<file path="config.mk">
export PLATFORM = sky130hd
export DESIGN_NAME = frame_byte_loader_flat
export DESIGN_NICKNAME = d
export VERILOG_FILES = /design/src/rtl/frame_byte_loader_if.sv /design/src/rtl/frame_byte_loader.sv /design/src/flat_wrapper.sv
export SDC_FILE = /design/constraint.sdc
export NUM_CORES = 1
export LEC_CHECK = 0
export ABC_CLOCK_PERIOD_IN_PS = 4500
export CORE_AREA = 10 10 80 151
export DETAILED_ROUTE_END_ITERATION = 6
export DIE_AREA = 0 0 90 161
export PLACE_DENSITY = 0.9
export SETUP_SLACK_MARGIN = 0.1
export SYNTH_ARGS = -nofsm -noshare
export SYNTH_HDL_FRONTEND = slang
export SYNTH_SLANG_ARGS = --single-unit
</file>
<file path="constraint.sdc">
create_clock -name clk -period 4.5 [get_ports clk]
set_input_delay 0.675 -clock clk [delete_from_list [all_inputs] [get_ports clk]]
set_output_delay 0.675 -clock clk [all_outputs]
set_load 0.02 [all_outputs]
</file>
<file path="src/rtl/frame_byte_loader_if.sv">
// rtl/frame_byte_loader_if.sv - byte stream, BRAM write port and status bundle of the frame loader
interface frame_byte_loader_if #(
    parameter int CNT_W = 18
);
    logic             start;
    logic [7:0]       rx_data;
    logic             rx_valid;
    logic             hold;
    logic             addr_clr;
    logic             wea;
    logic [7:0]       dina;
    logic             count;
    logic             busy;
    logic             done;
    logic             overflow;
    logic [CNT_W-1:0] bytes_written;
    logic [7:0]       checksum;

    // Control side: drives start, the UART byte stream and hold; observes the loader.
    modport master (
        output start, rx_data, rx_valid, hold,
        input  addr_clr, wea, dina, count, busy, done, overflow, bytes_written, checksum
    );

    // Loader side.
    modport slave (
        input  start, rx_data, rx_valid, hold,
        output addr_clr, wea, dina, count, busy, done, overflow, bytes_written, checksum
    );
endinterface

</file>
<file path="src/rtl/frame_byte_loader.sv">
// rtl/frame_byte_loader.sv - buffers UART bytes and writes one frame to BRAM; optional LOADER_CHECKSUM_EN
module frame_byte_loader #(
    parameter int DEPTH_BYTES = 196608,
    parameter int FIFO_DEPTH  = 8,
    parameter int CNT_W       = 18
) (
    input  logic                  clk,
    input  logic                  reset,
    frame_byte_loader_if.slave    bus
);
    localparam int               AW      = $clog2(FIFO_DEPTH);
    localparam logic [CNT_W-1:0] DEPTH_C = CNT_W'(DEPTH_BYTES);

    typedef enum logic [1:0] {
        IDLE = 2'd0,
        LOAD = 2'd1,
        DONE = 2'd2
    } state_t;

    state_t           state_q;
    logic             addr_clr_q;
    logic             wea_q;
    logic [7:0]       dina_q;
    logic             busy_q;
    logic             done_q;
    logic             overflow_q;
    logic [CNT_W-1:0] bytes_written_q;
    logic [CNT_W-1:0] accepted_q;
    logic [AW:0]      wr_ptr_q;
    logic [AW:0]      rd_ptr_q;
    logic [7:0]       mem [FIFO_DEPTH];

    logic             in_load;
    logic             fifo_empty;
    logic             fifo_full;
    logic             pop;
    logic             can_take;
    logic             push;
    logic             drop;
    logic [7:0]       head;

    // FIFO status from pointer difference and the push/pop/drop decisions for this cycle.
    always_comb begin
        in_load    = (state_q == LOAD);
        fifo_empty = (wr_ptr_q == rd_ptr_q);
        fifo_full  = (wr_ptr_q[AW] != rd_ptr_q[AW]) &&
                     (wr_ptr_q[AW-1:0] == rd_ptr_q[AW-1:0]);
        head       = mem[rd_ptr_q[AW-1:0]];
        // No write in the clear cycle so the counter sees its clear before the first count.
        pop        = in_load && !fifo_empty && !bus.hold && !addr_clr_q &&
                     (bytes_written_q != DEPTH_C);
        can_take   = in_load && bus.rx_valid && (accepted_q < DEPTH_C);
        push       = can_take && (!fifo_full || pop);
        drop       = can_take && fifo_full && !pop;
    end

    // FIFO storage; contents need no reset because the pointers define validity.
    always_ff @(posedge clk) begin
        if (push) begin
            mem[wr_ptr_q[AW-1:0]] <= bus.rx_data;
        end
    end

`ifdef LOADER_CHECKSUM_EN
    logic [7:0] checksum_q;
    assign bus.checksum = checksum_q;
`else
    assign bus.checksum = 8'd0;
`endif

    // Load sequencer: state, FIFO pointers, counters and all registered outputs.
    always_ff @(posedge clk or posedge reset) begin
        if (reset) begin
            state_q         <= IDLE;
            addr_clr_q      <= 1'b0;
            wea_q           <= 1'b0;
            dina_q          <= 8'd0;
            busy_q          <= 1'b0;
            done_q          <= 1'b0;
            overflow_q      <= 1'b0;
            bytes_written_q <= '0;
            accepted_q      <= '0;
            wr_ptr_q        <= '0;
            rd_ptr_q        <= '0;
`ifdef LOADER_CHECKSUM_EN
            checksum_q      <= 8'd0;
`endif
        end else begin
            addr_clr_q <= 1'b0;
            wea_q      <= 1'b0;
            case (state_q)
                IDLE, DONE: begin
                    if (bus.start) begin
                        state_q         <= LOAD;
                        busy_q          <= 1'b1;
                        done_q          <= 1'b0;
                        addr_clr_q      <= 1'b1;
                        overflow_q      <= 1'b0;
                        bytes_written_q <= '0;
                        accepted_q      <= '0;
                        wr_ptr_q        <= '0;
                        rd_ptr_q        <= '0;
`ifdef LOADER_CHECKSUM_EN
                        checksum_q      <= 8'd0;
`endif
                    end
                end
                LOAD: begin
                    if (push) begin
                        wr_ptr_q   <= wr_ptr_q + (AW+1)'(1);
                        accepted_q <= accepted_q + CNT_W'(1);
                    end
                    if (drop) begin
                        overflow_q <= 1'b1;
                    end
                    if (pop) begin
                        rd_ptr_q        <= rd_ptr_q + (AW+1)'(1);
                        wea_q           <= 1'b1;
                        dina_q          <= head;
                        bytes_written_q <= bytes_written_q + CNT_W'(1);
`ifdef LOADER_CHECKSUM_EN
                        checksum_q      <= checksum_q + head;
`endif
                    end
                    // The final write is visible this cycle; finish on the next.
                    if (bytes_written_q == DEPTH_C) begin
                        state_q <= DONE;
                        busy_q  <= 1'b0;
                        done_q  <= 1'b1;
                    end
                end
                default: begin
                    state_q <= IDLE;
                    busy_q  <= 1'b0;
                    done_q  <= 1'b0;
                end
            endcase
        end
    end

    assign bus.addr_clr      = addr_clr_q;
    assign bus.wea           = wea_q;
    assign bus.count         = wea_q;
    assign bus.dina          = dina_q;
    assign bus.busy          = busy_q;
    assign bus.done          = done_q;
    assign bus.overflow      = overflow_q;
    assign bus.bytes_written = bytes_written_q;
endmodule

</file>
<file path="src/flat_wrapper.sv">
// flat-port wrapper written by rule: the top's interface ports become plain ports
module frame_byte_loader_flat 
#(
    parameter int DEPTH_BYTES = 196608,
    parameter int FIFO_DEPTH  = 8,
    parameter int CNT_W       = 18
)
  (clk, reset, bus_start, bus_rx_data, bus_rx_valid, bus_hold, bus_addr_clr, bus_wea, bus_dina, bus_count, bus_busy, bus_done, bus_overflow, bus_bytes_written, bus_checksum);
  frame_byte_loader_if #(.CNT_W(CNT_W)) bus_i ();
  input  logic clk;
  input  logic reset;
  input wire logic [$bits(bus_i.start)-1:0] bus_start;
  input wire logic [$bits(bus_i.rx_data)-1:0] bus_rx_data;
  input wire logic [$bits(bus_i.rx_valid)-1:0] bus_rx_valid;
  input wire logic [$bits(bus_i.hold)-1:0] bus_hold;
  output wire logic [$bits(bus_i.addr_clr)-1:0] bus_addr_clr;
  output wire logic [$bits(bus_i.wea)-1:0] bus_wea;
  output wire logic [$bits(bus_i.dina)-1:0] bus_dina;
  output wire logic [$bits(bus_i.count)-1:0] bus_count;
  output wire logic [$bits(bus_i.busy)-1:0] bus_busy;
  output wire logic [$bits(bus_i.done)-1:0] bus_done;
  output wire logic [$bits(bus_i.overflow)-1:0] bus_overflow;
  output wire logic [$bits(bus_i.bytes_written)-1:0] bus_bytes_written;
  output wire logic [$bits(bus_i.checksum)-1:0] bus_checksum;
  assign bus_i.start = bus_start;
  assign bus_i.rx_data = bus_rx_data;
  assign bus_i.rx_valid = bus_rx_valid;
  assign bus_i.hold = bus_hold;
  assign bus_addr_clr = bus_i.addr_clr;
  assign bus_wea = bus_i.wea;
  assign bus_dina = bus_i.dina;
  assign bus_count = bus_i.count;
  assign bus_busy = bus_i.busy;
  assign bus_done = bus_i.done;
  assign bus_overflow = bus_i.overflow;
  assign bus_bytes_written = bus_i.bytes_written;
  assign bus_checksum = bus_i.checksum;
  frame_byte_loader #(.DEPTH_BYTES(DEPTH_BYTES), .FIFO_DEPTH(FIFO_DEPTH), .CNT_W(CNT_W)) u_core (.clk(clk), .reset(reset), .bus(bus_i));
endmodule
</file>
==> results.cfg, run 1 <==
[status]
status = finished, final reports clean

[placement]
hpwl_um = 9150
globalplace.congestion = 0.893
place.port_buffers = 44
dp_cells = 608

[sta]
rsz0062_at_grt = no
setup_viol = 0
finalClockSkew_ns = 0.00942
hold_viol = 0
tightestPinTransition_ns = 1.05
timing.fmax_ghz = 0.317
max_slew_margin_pct = 29.0
setup_tns_ns = 0
period_needed_ns = 3.15
slew_viol_final = 0
min_period_over_period_pct = 70.1

[floorplan]
initial_core_util_pct = 58.9
fp.dieW_um = 90
coreArea_um2 = 9640
dieArea_um2 = 14500
rows = 51
io_pins = 53
dieHeight_um = 161

[synth]
synth_edf_count = 64
synth_area_per_cell_um2 = 12.7
netlist_instances = 446
synthArstFlopShare_pct = 48.0
synth_cell_types = 52
yosysSeqAreaShare_pct = 59.9
yosys_warnings = 0
yosysTopAreaCellShare_pct = 33.9
syn-cell-area_um2 = 5680
synth_area_leaders = edfxtp_1, dfrtp_1, mux4_2, mux2i_1, nand2_1
ys_ff_latch = 123
yosysTopAreaCell = edfxtp_1
ys.flop_type = edfxtp_1

[detailed_routing]
ant_nets = 0
via_count = 4019
wire_per_inst_um = 21.7
remaining_drc_errors = 0
drt_iter0_drc = 339
firstDrtPassIters = 5
viasPerCell = 6.28
totalWireLength_um = 13900

[clock_network]
cts.root.buffer_cell = clkbuf_16
h-tree-depth = 4
cts_buffers = 17
clk_pin_slew_worst_paths_ns = 0.06
tritoncts = yes
worstSkewPairLatency_ns = 0.42
cts.sinks = 123
ctsHoldBuffers = 0
post_cts_buffers = 0
cts_resized = 0
clock_path_buffers = 2

[finish]
regArea_um2 = 3400
final_nets = 513
final_common_cell = edfxtp_1
fin_cells = 640
nFillCells = 604
area_growth_pct = 19.1
num_antenna_cells = 0
drive_above_1_share_pct = 13.4
mostFrequentLayoutCells = edfxtp_1, dfrtp_1, nand2_1, clkdlybuf4s50_1, mux2i_1
multi_input_area_um2 = 2080

[min_path]
worstHoldStart = u_core.bus.overflow
min_to = u_core.bus.overflow
min_path_cells = 1
hp-class = flop to flop

[power_and_ir_drop]
swShare_pct = 34.3
peakVddDrop_v = 0.000454
power_frac_seq_pct = 40.5
p_comb_share_pct = 27.6
p_int_w = 0.00255
power_leakage_nw = 2.61
netSwitchingPower_w = 0.00133
p_per_area_nw_per_um2 = 573
clkPwrFrac_pct = 31.9

[flow_run]
maxCapViolCount = 0

[critical_path]
r2r_start = u_core.rd_ptr_q[2]
worstReg2RegEnd = u_core.bus.dina[3]
r2r_cells = 4
cp_max_fo = 32
worst_ep_required_time_ns = 4.72
startpoint_type = flop
critPathKind = flop to flop
end_kind = flop
arrival_ns = 3.38
worst-r2r-setup-slack_ns = 1.35

[grt]
grt_max_degree = 40
gr-total-overflow = 0
grt_pass1_wl_um = 22600
grt_pass1_vias = 4184
grt.total_usage_pct = 19.7
antenna_found_initial = 0
[power groups by stage]
| stage | clock network, W | logic (W) | registers (W) |
|---|---|---|---|
| global route | 0.00130 | 0.00116 | 0.00158 |
| floorplan | 0 | 0.000680 | 0.00157 |
| finish | 0.00124 | 0.00107 | 0.00157 |
| CTS | 0.00124 | 0.00107 | 0.00156 |
| detailed placement | 0 | 0.00104 | 0.00157 |
| global placement | 0 | 0.000996 | 0.00155 |
[layer usage]
| metal | GRT usage (%) | vias up | part of all wire, % |
|---|---|---|---|
| li1 | - | 1780 | - |
| met1 | 20.1 | 1977 | 35 |
| met2 | 35.3 | 209 | 55 |
| met3 | 6.36 | 53 | 6.6 |
| met4 | 9.75 | 0 | 4.3 |
| met5 | 0 | - | 0 |
[state kept, by name, indices dropped and copies added, names as in the netlist]
register	count
u_core.bus.bytes_written	18
u_core.bus.overflow	1
u_core.wr_ptr_q	4
u_core.rd_ptr_q	4
u_core.bus.busy	1
u_core.bus.count	1
u_core.state_q	2
u_core.bus.addr_clr	1
u_core.mem	64
u_core.accepted_q	18
u_core.bus.dina	8
u_core.bus.done	1
[critical path, stage by stage, from the launching register on]
cell     delay [ns]
dfrtp_1        0.70
xor2_1         0.24
nor4_1         0.85
a211o_1        0.81
o21ai_0        0.34
[metrics by stage]
step	instance area [um^2]	setup slack, ns	hold WS, ns	power (W)	utilization [%]
5_1_grt	6760	1.17	0.511	0.00404	70.2
4_1_cts	6760	1.35	0.496	0.00388	70.2
2_1_floorplan	5700	1.70	0.458	0.00225	-
3_5_place_dp	6220	1.43	0.483	0.00261	64.5
3_3_place_gp	6220	1.55	0.469	0.00255	64.5
6_report	6760	1.35	0.492	0.00388	70.2
[layout make-up]
| class | count | share of cell area (%) |
|---|---|---|
| inverters | 13 | 0.722 |
| clock buffers | 18 | 6.35 |
| well taps | 132 | 2.44 |
| flip-flops and latches | 123 | 50.3 |
| multi-input cells | 284 | 30.7 |
| repair buffers | 56 | 7.85 |
| clock inverters | 14 | 1.67 |
[cells by family after synthesis]
logic type / after synthesis / share of synthesized area, %
simple gates: 144 / 13.5
flops: 123 / 59.9
mux: 41 / 10.8
other cells: 1 / 0.0661
buf+inv: 46 / 4.12
xor+xnor: 9 / 1.39
fa+ha+maj: 5 / 1.10
compound gates: 77 / 9.17
[Yosys cell counts (all sizes together), types with 2 or more instances]
master,number
a2111o,4
a2111oi,3
a21oi,15
a31o,2
a32o,2
and2,4
and3,7
and4,9
buf,20
clkbuf,13
dfrtp,59
edfxtp,64
ha,5
inv,13
mux2i,24
mux4,16
nand2,45
nand2b,10
nand3,17
nand4,11
nor2,18
nor3,3
nor4,7
nor4b,4
o211ai,12
o21ai,24
o31ai,8
or3,2
or4,3
xnor2,5
xor2,4
[worst max-delay path by stage]
stage | end | from | slack (ns)
after floorplan | u_core.mem[0][0] | u_core.state_q[1] | 1.70
after global placement | u_core.mem[1][0] | bus_hold | 1.55
after detailed placement | u_core.mem[1][0] | bus_hold | 1.43
after CTS | u_core.bus.dina[3] | u_core.rd_ptr_q[2] | 1.35
after global routing | u_core.bus.dina[3] | u_core.rd_ptr_q[0] | 1.17
final | u_core.bus.dina[3] | u_core.rd_ptr_q[2] | 1.35
Power figures use the tool's default switching activity.
==> inputs of run 2 (changes only) <==
ABC_CLOCK_PERIOD_IN_PS = 3000   (was 4500)
CORE_AREA = 10 10 82 155   (was 10 10 80 151)
DIE_AREA = 0 0 92 165   (was 0 0 90 161)
PLACE_DENSITY = 0.87   (was 0.9)
clock period = 3 ns   (was 4.5 ns; I/O delays follow)
==> results.cfg, run 2 (same netlist as run 1, synthesis figures left out) <==
[critical_path]
slowest_stage = a211o_1
end_kind = flop
worst_ep_required_time_ns = 3.28
startpoint_type = flop
cp_top_family = compound AO/OA/AOI/OAI gates
critPathKind = flop to flop
arrival_ns = 2.95
cp_max_fo = 32
path_buf_inv = 0
worst-r2r-setup-slack_ns = 0.33
crit_chain = nor4b_1 -> and4_1 -> a211o_1 -> o211ai_1 -> o31ai_1
critPathMaxStageDelay_ns = 0.81

[grt]
grt.total_usage_pct = 18.8
grt_pass1_wl_um = 22400
use_met3_pct = 5.73
gr-total-overflow = 0
busiest_layer = met2
use_met2_pct = 33.7
antenna_found_initial = 0
grt_pass1_vias = 4152
grtUsageMet1_pct = 20.0
grt_max_degree = 60

[clock_network]
clock_path_buffers = 2
ctsHoldBuffers = 0
cts_buffers = 17
worstSkewPairLatency_ns = 0.41
post_cts_buffers = 0
tritoncts = yes
cts_resized = 0
clk_pin_slew_worst_paths_ns = 0.06
cts.sinks = 123
cts.root.buffer_cell = clkbuf_16
h-tree-depth = 4

[detailed_routing]
viasPerCell = 6.30
firstDrtPassIters = 5
remaining_drc_errors = 0
via_count = 4091
drt_iter0_drc = 319
ant_nets = 0
wire_per_inst_um = 21.4
totalWireLength_um = 13900

[placement]
hpwl_um = 8860
dp_cells = 617
place.port_buffers = 44
globalplace.congestion = 0.862

[finish]
nFillCells = 693
final_nets = 519
mostFrequentLayoutCells = edfxtp_1, dfrtp_1, nand2_1, clkdlybuf4s50_1, mux2i_1
final_common_cell = edfxtp_1
num_antenna_cells = 0
fin_cells = 649
largest_reg_flops = 64
multi_input_area_um2 = 2080
regArea_um2 = 3400
drive_above_1_share_pct = 14.6
area_growth_pct = 20.5

[sta]
min_period_over_period_pct = 89.0
slew_viol_final = 0
setup_tns_ns = 0
finalClockSkew_ns = 0.00661
period_needed_ns = 2.67
rsz0062_at_grt = no
tightestPinTransition_ns = 0.991
max_slew_margin_pct = 34.0
timing.fmax_ghz = 0.374
setup_viol = 0
hold_viol = 0

[floorplan]
io_pins = 53
coreArea_um2 = 10100
dieHeight_um = 165
dieArea_um2 = 15200
rows = 52
initial_core_util_pct = 55.9
fp.dieW_um = 92

[power_and_ir_drop]
power_leakage_nw = 2.66
p_per_area_nw_per_um2 = 871
peakVddDrop_v = 0.000815

[status]
status = finished, final reports clean

[min_path]
hp-class = flop to flop

[flow_run]
maxCapViolCount = 0
run 2: path summary, 6_finish.rpt:
kind | startpoint | end | depth (start not counted)
min in group asynchronous | reset | u_core.bus.bytes_written[8] | 3
min reg2reg | u_core.bus.overflow | u_core.bus.overflow | 1
max reg2reg | u_core.bus.bytes_written[7] | u_core.rd_ptr_q[3] | 5
max in group asynchronous | reset | u_core.accepted_q[7] | 3
min | u_core.bus.overflow | u_core.bus.overflow | 1
max | u_core.bus.bytes_written[7] | u_core.rd_ptr_q[3] | 5
run 2: final cells by class:
type,count,area share [%]
clock buffers,17,6.22
clock inverters,15,2.16
inverters,13,0.713
multi-input cells,284,30.3
flip-flops and latches,123,49.7
well taps,135,2.47
repair buffers,62,8.41
run 2: metrics by stage:
stage	total power [W]	cell area (um^2)	setup WS, ns	hold slack [ns]	utilization [%]
after global placement	0.00385	6270	0.454	0.467	61.7
after detailed placement	0.00393	6270	0.379	0.483	61.7
after CTS	0.00597	6840	0.378	0.496	67.4
final	0.00596	6840	0.329	0.491	67.4
after global routing	0.00622	6840	0.159	0.504	67.4
after floorplan	0.00337	5700	0.204	0.458	-
run 2: routing by layer:
layer  part of all wire, %  wire, um  vias to the layer above
li1                      -         -                     1797
met1                    35      4910                     2034
met2                    55      7660                      218
met3                   6.8       943                       42
met4                   2.8       393                        0
met5                     0         0                        -
run 2: worst reg2reg max path, cell delays in order, from the launching register on:
cell	delay, ns
dfrtp_1	0.45
nor4b_1	0.51
and4_1	0.33
a211o_1	0.81
o211ai_1	0.27
o31ai_1	0.17
run 2: power breakdown:
part | internal (W) | leakage [nW] | switching, W
Combinational | 0.000698 | 1.02 | 0.000956
Sequential | 0.00207 | 1.35 | 0.000246
Clock | 0.00117 | 0.287 | 0.000816
